===== src/rtl/arm_sequencer_if.sv =====
// Job and arm-side signal bundle for the pick-and-place sequencer.
// The slave modport is the sequencer; master is the command side / arm model.
interface arm_sequencer_if;
  logic        start;
  logic        abort;
  logic [31:0] pick_x;
  logic [31:0] pick_y;
  logic [31:0] place_x;
  logic [31:0] place_y;
  logic [31:0] x;
  logic [31:0] y;
  logic        en1;
  logic        en2;
  logic [31:0] set_xita1;
  logic [31:0] set_xita2;
  logic        catch;
  logic        busy;
  logic        done;
  logic        aborted;
  logic [3:0]  state;

  modport slave (
    input  start, abort, pick_x, pick_y, place_x, place_y,
    output x, y, en1, en2, set_xita1, set_xita2, catch, busy, done, aborted, state
  );

  modport master (
    output start, abort, pick_x, pick_y, place_x, place_y,
    input  x, y, en1, en2, set_xita1, set_xita2, catch, busy, done, aborted, state
  );
endinterface


===== src/rtl/arm_sequencer.sv =====
// Pick-and-place sequencer: drives the two-joint arm through
// home -> pick -> grip -> place -> release -> home with timed dwells.
//
// state      | meaning
// IDLE       | waiting for start, arm parked on preset angles
// HOME       | preset-angle mode, settling
// MOVE_PICK  | IK mode on pick coordinate, gripper open
// CLOSE      | IK mode on pick coordinate, gripper closing
// MOVE_PLACE | IK mode on place coordinate, gripper closed
// OPEN       | IK mode on place coordinate, gripper opening
// RETURN     | back to preset angles, gripper open
// DONE       | one-cycle job-complete pulse
module arm_sequencer #(
  parameter int unsigned SETTLE_CYC = 25_000_000,
  parameter int unsigned GRIP_CYC   = 15_000_000,
  parameter logic [31:0] HOME_XITA1 = 32'h005A_0000,
  parameter logic [31:0] HOME_XITA2 = 32'h005A_0000
) (
  input logic           clk,
  input logic           rst_n,
  arm_sequencer_if.slave bus
);

  typedef enum logic [3:0] {
    IDLE       = 4'd0,
    HOME       = 4'd1,
    MOVE_PICK  = 4'd2,
    CLOSE      = 4'd3,
    MOVE_PLACE = 4'd4,
    OPEN       = 4'd5,
    RETURN     = 4'd6,
    DONE       = 4'd7
  } state_t;

  localparam logic [24:0] SETTLE_LAST = 25'(SETTLE_CYC - 1);
  localparam logic [24:0] GRIP_LAST   = 25'(GRIP_CYC - 1);

  state_t      state_q;
  logic [24:0] cnt_q;
  logic [31:0] pick_x_q, pick_y_q, place_x_q, place_y_q;
  logic [31:0] x_q, y_q, xita1_q, xita2_q;
  logic        en1_q, en2_q, catch_q, busy_q, done_q, aborted_q;
  logic        dwell_end;

  always_comb begin
    dwell_end = 1'b0;
    if (state_q == CLOSE || state_q == OPEN) dwell_end = (cnt_q == GRIP_LAST);
    else                                     dwell_end = (cnt_q == SETTLE_LAST);
  end

  always_ff @(posedge clk or negedge rst_n) begin
    if (!rst_n) begin
      state_q   <= IDLE;
      cnt_q     <= '0;
      pick_x_q  <= '0;
      pick_y_q  <= '0;
      place_x_q <= '0;
      place_y_q <= '0;
      x_q       <= '0;
      y_q       <= '0;
      xita1_q   <= HOME_XITA1;
      xita2_q   <= HOME_XITA2;
      en1_q     <= 1'b0;
      en2_q     <= 1'b1;
      catch_q   <= 1'b0;
      busy_q    <= 1'b0;
      done_q    <= 1'b0;
      aborted_q <= 1'b0;
    end else begin
      done_q <= 1'b0;
      case (state_q)
        IDLE: begin
          if (bus.start) begin
            state_q   <= HOME;
            cnt_q     <= '0;
            busy_q    <= 1'b1;
            aborted_q <= 1'b0;
            pick_x_q  <= bus.pick_x;
            pick_y_q  <= bus.pick_y;
            place_x_q <= bus.place_x;
            place_y_q <= bus.place_y;
          end
        end
        HOME, MOVE_PICK, CLOSE, MOVE_PLACE, OPEN: begin
          // abort outranks dwell expiry; the object is dropped on the way home
          if (bus.abort) begin
            state_q   <= RETURN;
            cnt_q     <= '0;
            aborted_q <= 1'b1;
            catch_q   <= 1'b0;
            en1_q     <= 1'b0;
            en2_q     <= 1'b1;
          end else if (dwell_end) begin
            cnt_q <= '0;
            case (state_q)
              HOME: begin
                state_q <= MOVE_PICK;
                en1_q   <= 1'b1;
                en2_q   <= 1'b0;
                x_q     <= pick_x_q;
                y_q     <= pick_y_q;
              end
              MOVE_PICK: begin
                state_q <= CLOSE;
                catch_q <= 1'b1;
              end
              CLOSE: begin
                state_q <= MOVE_PLACE;
                x_q     <= place_x_q;
                y_q     <= place_y_q;
              end
              MOVE_PLACE: begin
                state_q <= OPEN;
                catch_q <= 1'b0;
              end
              default: begin
                state_q <= RETURN;
                en1_q   <= 1'b0;
                en2_q   <= 1'b1;
              end
            endcase
          end else begin
            cnt_q <= cnt_q + 25'd1;
          end
        end
        RETURN: begin
          if (dwell_end) begin
            state_q <= DONE;
            cnt_q   <= '0;
            done_q  <= 1'b1;
          end else begin
            cnt_q <= cnt_q + 25'd1;
          end
        end
        DONE: begin
          state_q <= IDLE;
          busy_q  <= 1'b0;
        end
        default: begin
          state_q <= IDLE;
          cnt_q   <= '0;
          busy_q  <= 1'b0;
          en1_q   <= 1'b0;
          en2_q   <= 1'b1;
          catch_q <= 1'b0;
        end
      endcase
    end
  end

  assign bus.state     = state_q;
  assign bus.x         = x_q;
  assign bus.y         = y_q;
  assign bus.en1       = en1_q;
  assign bus.en2       = en2_q;
  assign bus.catch     = catch_q;
  assign bus.set_xita1 = xita1_q;
  assign bus.set_xita2 = xita2_q;
  assign bus.busy      = busy_q;
  assign bus.done      = done_q;
  assign bus.aborted   = aborted_q;

endmodule


===== src/flat_wrapper.sv =====
// flat-port wrapper written by rule: the top's interface ports become plain ports
module arm_sequencer_flat 
#(
  parameter int unsigned SETTLE_CYC = 25_000_000,
  parameter int unsigned GRIP_CYC   = 15_000_000,
  parameter logic [31:0] HOME_XITA1 = 32'h005A_0000,
  parameter logic [31:0] HOME_XITA2 = 32'h005A_0000
)
  (clk, rst_n, bus_start, bus_abort, bus_pick_x, bus_pick_y, bus_place_x, bus_place_y, bus_x, bus_y, bus_en1, bus_en2, bus_set_xita1, bus_set_xita2, bus_catch, bus_busy, bus_done, bus_aborted, bus_state);
  arm_sequencer_if bus_i ();
  input logic clk;
  input logic rst_n;
  input wire logic [$bits(bus_i.start)-1:0] bus_start;
  input wire logic [$bits(bus_i.abort)-1:0] bus_abort;
  input wire logic [$bits(bus_i.pick_x)-1:0] bus_pick_x;
  input wire logic [$bits(bus_i.pick_y)-1:0] bus_pick_y;
  input wire logic [$bits(bus_i.place_x)-1:0] bus_place_x;
  input wire logic [$bits(bus_i.place_y)-1:0] bus_place_y;
  output wire logic [$bits(bus_i.x)-1:0] bus_x;
  output wire logic [$bits(bus_i.y)-1:0] bus_y;
  output wire logic [$bits(bus_i.en1)-1:0] bus_en1;
  output wire logic [$bits(bus_i.en2)-1:0] bus_en2;
  output wire logic [$bits(bus_i.set_xita1)-1:0] bus_set_xita1;
  output wire logic [$bits(bus_i.set_xita2)-1:0] bus_set_xita2;
  output wire logic [$bits(bus_i.catch)-1:0] bus_catch;
  output wire logic [$bits(bus_i.busy)-1:0] bus_busy;
  output wire logic [$bits(bus_i.done)-1:0] bus_done;
  output wire logic [$bits(bus_i.aborted)-1:0] bus_aborted;
  output wire logic [$bits(bus_i.state)-1:0] bus_state;
  assign bus_i.start = bus_start;
  assign bus_i.abort = bus_abort;
  assign bus_i.pick_x = bus_pick_x;
  assign bus_i.pick_y = bus_pick_y;
  assign bus_i.place_x = bus_place_x;
  assign bus_i.place_y = bus_place_y;
  assign bus_x = bus_i.x;
  assign bus_y = bus_i.y;
  assign bus_en1 = bus_i.en1;
  assign bus_en2 = bus_i.en2;
  assign bus_set_xita1 = bus_i.set_xita1;
  assign bus_set_xita2 = bus_i.set_xita2;
  assign bus_catch = bus_i.catch;
  assign bus_busy = bus_i.busy;
  assign bus_done = bus_i.done;
  assign bus_aborted = bus_i.aborted;
  assign bus_state = bus_i.state;
  arm_sequencer #(.SETTLE_CYC(SETTLE_CYC), .GRIP_CYC(GRIP_CYC), .HOME_XITA1(HOME_XITA1), .HOME_XITA2(HOME_XITA2)) u_core (.clk(clk), .rst_n(rst_n), .bus(bus_i));
endmodule

===== config.mk =====
export PLATFORM = sky130hd
export DESIGN_NAME = arm_sequencer_flat
export DESIGN_NICKNAME = d
export VERILOG_FILES = /design/src/rtl/arm_sequencer_if.sv /design/src/rtl/arm_sequencer.sv /design/src/flat_wrapper.sv
export SDC_FILE = /design/constraint.sdc
export NUM_CORES = 1
export LEC_CHECK = 0
export CAP_MARGIN = 10
export CORE_MARGIN = 2
export CORE_UTILIZATION = 35
export CTS_CLUSTER_SIZE = 12
export DETAILED_ROUTE_END_ITERATION = 6
export SLEW_MARGIN = 40
export SYNTH_ARGS = -nofsm -noshare
export SYNTH_HDL_FRONTEND = slang
export SYNTH_SLANG_ARGS = --single-unit

===== constraint.sdc =====
create_clock -name clk -period 4.9 [get_ports clk]
set_input_delay 0.735 -clock clk [delete_from_list [all_inputs] [get_ports clk]]
set_output_delay 0.735 -clock clk [all_outputs]
set_load 0.005 [all_outputs]

==> impl_metrics.csv <==
group,metric,value,unit
worst_hold_path,worstHoldPathType,"primary input to asynchronous set/reset pin",
cts,cts_max_level,1,
sta,finalSetupViolCount,0,
logic_synthesis,ys_ff_latch,226,
logic_synthesis,synth_edf_count,0,
setup_path,worstPathArrival,3.39,ns
routing,ant_nets,0,
sta,finalHoldViolations,0,
power,p_int,0.00442,W
routing,dr.pass1.iters,4,
routing,drt_iter0_drc,280,
finish,final_common_cell,"dfrtp_1",
die,die_w,175,µm
die,die_h,175,µm
global_routing,grt_use_total,15.4,%
cts,post_cts_buffers,0,
global_routing,grt_pass1_wl,37700,µm
logic_synthesis,synth_top_area_cell,"dfrtp_1",
cts,cts-resized-gates,0,
logic_synthesis,synth_area,10200,µm²
finish,layout-drive-gt1-share,17.6,%
setup_path,required,5.27,ns
global_routing,grt_max_degree,121,
cts,clock-sinks,226,
sta,fin_crit_sh,61.5,%
routing,vias_per_cell,4.72,
setup_path,worstSetupStartpointType,"register",
power,p_per_area,467,nW/µm²
sta,relSlewSlack,48.1,%
logic_synthesis,synth.distinct_cells,54,
power,p_seq_share,44.6,%
die,coreArea,28700,µm²
place,port_buffers,204,
die,dieArea,30500,µm²
routing,drc,0,
place,dpl.hpwl,15800,µm
logic_synthesis,synthFlopType,"dfrtp_1",
job,cap_violations,0,
power,max-vdd-ir-drop,0.000261,V
finish,final_area,13200,µm²
sta,fin_worst_hold_slack,0.0866,ns
logic_synthesis,synth_warnings,64,
finish,layout.nets,1183,
power,combPwrFrac,25.4,%
power,p_clk_share,30.0,%
routing,vias,6859,
finish,fillers,2665,
setup_path,crit_type,"register to register",
sta,rsz0062_at_grt,"false",
die,rows,62,
logic_synthesis,yosysSeqAreaShare,55.6,%
place,dp_cells,1406,
sta,drv_slew,0,
power,p_leak,5.94,nW
place,place.gp.congestion,0.757,
die,start_util,35.5,%
power,sw_frac_of_total,28.5,%
cts,worstSkewPairLatency,0.53,ns
global_routing,grt_pass1_vias,6719,
place,dpl-instance-area,12400,µm²
global_routing,grt_overflow,0,
cts,path_clk_slew,0.06,ns
power,power.switching,0.00176,W
finish,stdcell_count,1453,
cts,ctsHoldBuffers,0,
routing,drt-wirelength-per-cell,16.2,µm
cts,cts-root-buf,"clkbuf_16",
logic_synthesis,synth.top_cell.area_share,55.3,%
finish,syn_to_final_growth,29.9,%
routing,wl,23600,µm
logic_synthesis,synth.avg_cell_area,11.8,µm²
logic_synthesis,synthCells,863,
sta,fmax,332,MHz
die,pin_count,270,
sta,worst_pin_slew,0.778,ns
setup_path,reg2reg_depth,7,
setup_path,path_max_fanout,120,
cts,cts_made_buffers,26,
logic_synthesis,synth_area_leaders,"dfrtp_1 55%, mux2_2 14%, mux2i_1 6.3%, buf_4 4.8%, o21ai_0 3.6%",
run_status,status,"finished clean",
setup_path,reg2reg_setup_slack,1.89,ns
finish,final_cell_mix,"225 x dfrtp_1, 203 x clkdlybuf4s50_1, 128 x mux2_2, 93 x nand2_1, 73 x o21ai_0",
cts,cts_tree,"done",
sta,tns,0,ns
logic_synthesis,synthArstFlopShare,100,%
sta,skew,0.0205,ns
setup_path,end_kind,"register",
global_routing,antenna_found_initial,2,
sta,fin_crit,3.01,ns
cts,clk_path_buf_depth,3,
[Yosys cell counts (all sizes together), types with 2 or more instances]
master and number:
and2 3, nand2b 5, o21a 2, buf 88
o21ai 78, dfrtp 225, mux2 128, nand3 10
a41oi 3, nand4 6, inv 3, nor4 2
o22ai 2, a22o 3, nor2 19, and3 7
nand4b 2, a221o 4, nand2 94, o31ai 2
a211oi 2, a21boi 2, clkbuf 31, a31oi 23
a21o 2, a21oi 21, nor3 7, nor4b 3
mux2i 64, and4 2, or4b 2
[layout make-up]
cell class                      instances  area (µm²)  share of cell area, %
Sequential cell                       226        5660                   42.8
Multi-Input combinational cell        579        4070                   30.8
Timing Repair Buffer                  214        2190                   16.5
Clock buffer                           39         749                   5.67
Tap cell                              384         480                   3.63
Clock inverter                          6        68.8                  0.520
Inverter                                3        11.3                 0.0851
Antenna cell                            2        5.00                 0.0378
[metrics by stage]
stage | power (W) | utilization, % | setup WS, ns
6_report | 0.00618 | 46.1 | 1.89
2_1_floorplan | 0.00393 | - | 2.72
3_3_place_gp | 0.00432 | 43.0 | 2.01
3_5_place_dp | 0.00439 | 43.2 | 1.89
4_1_cts | 0.00629 | 46.0 | 1.88
5_1_grt | 0.00658 | 46.1 | 1.57
[sequential cells by signal, indices dropped and copies added, names as in the netlist]
| name | cells |
|---|---|
| u_core.bus.busy | 1 |
| u_core.place_y_q | 32 |
| u_core.bus.en2 | 1 |
| u_core.pick_y_q | 32 |
| u_core.bus.aborted | 1 |
| u_core.pick_x_q | 32 |
| u_core.place_x_q | 32 |
| u_core.bus.catch | 1 |
| u_core.bus.done | 1 |
| u_core.bus.y | 32 |
| u_core.bus.x | 32 |
| u_core.cnt_q | 25 |
| u_core.bus.state | 3 |
| u_core.bus.en1 | 1 |
[power by group through the flow]
stage | clock network [W] | logic [W] | registers [W]
3_5_place_dp | 0 | 0.00160 | 0.00280
2_1_floorplan | 0 | 0.00127 | 0.00266
3_3_place_gp | 0 | 0.00155 | 0.00277
6_report | 0.00186 | 0.00157 | 0.00276
5_1_grt | 0.00200 | 0.00174 | 0.00284
4_1_cts | 0.00193 | 0.00160 | 0.00276
[worst max-delay path, cell delays in order (launching register included)]
cell     delay [ns]
dfrtp_1        0.78
xor2_2         0.21
a211o_1        0.35
o22ai_1        0.35
nand4_1        0.47
buf_12         0.37
nand2_1        0.14
o21ai_0        0.08
[path summary, 6_finish.rpt]
kind	start	endpoint
max in group asynchronous	rst_n	u_core.place_y_q[30]
worst min register to register	u_core.bus.y[2]	u_core.bus.y[2]
min in group clk	u_core.bus.y[2]	u_core.bus.y[2]
worst max register to register	u_core.bus.state[1]	u_core.bus.x[31]
worst min-delay path	rst_n	u_core.place_y_q[6]
worst max-delay path	u_core.bus.state[1]	u_core.bus.x[31]
[kinds of logic after synthesis]
| family | after synthesis | synth area share, % |
|---|---|---|
| AOI/OAI and AO/OA | 151 | 8.74 |
| xor gates and xnor gates | 1 | 0.160 |
| adders and majority gates | 1 | 0.123 |
| buffers and inverters | 122 | 7.15 |
| DFF | 226 | 55.6 |
| muxes | 192 | 20.4 |
| other | 1 | 0.0368 |
| and+or+nand+nor | 169 | 7.78 |
[routing by layer]
metal / vias up / track usage, % / wire length (µm)
met3: 30 / 3.11 / 1320
li1: 3309 / - / -
met1: 3314 / 21.0 / 10800
met4: 0 / 3.99 / 518
met5: - / 0 / 0
met2: 206 / 25.0 / 11000
Note: power is estimated with default switching activity, not from simulation.
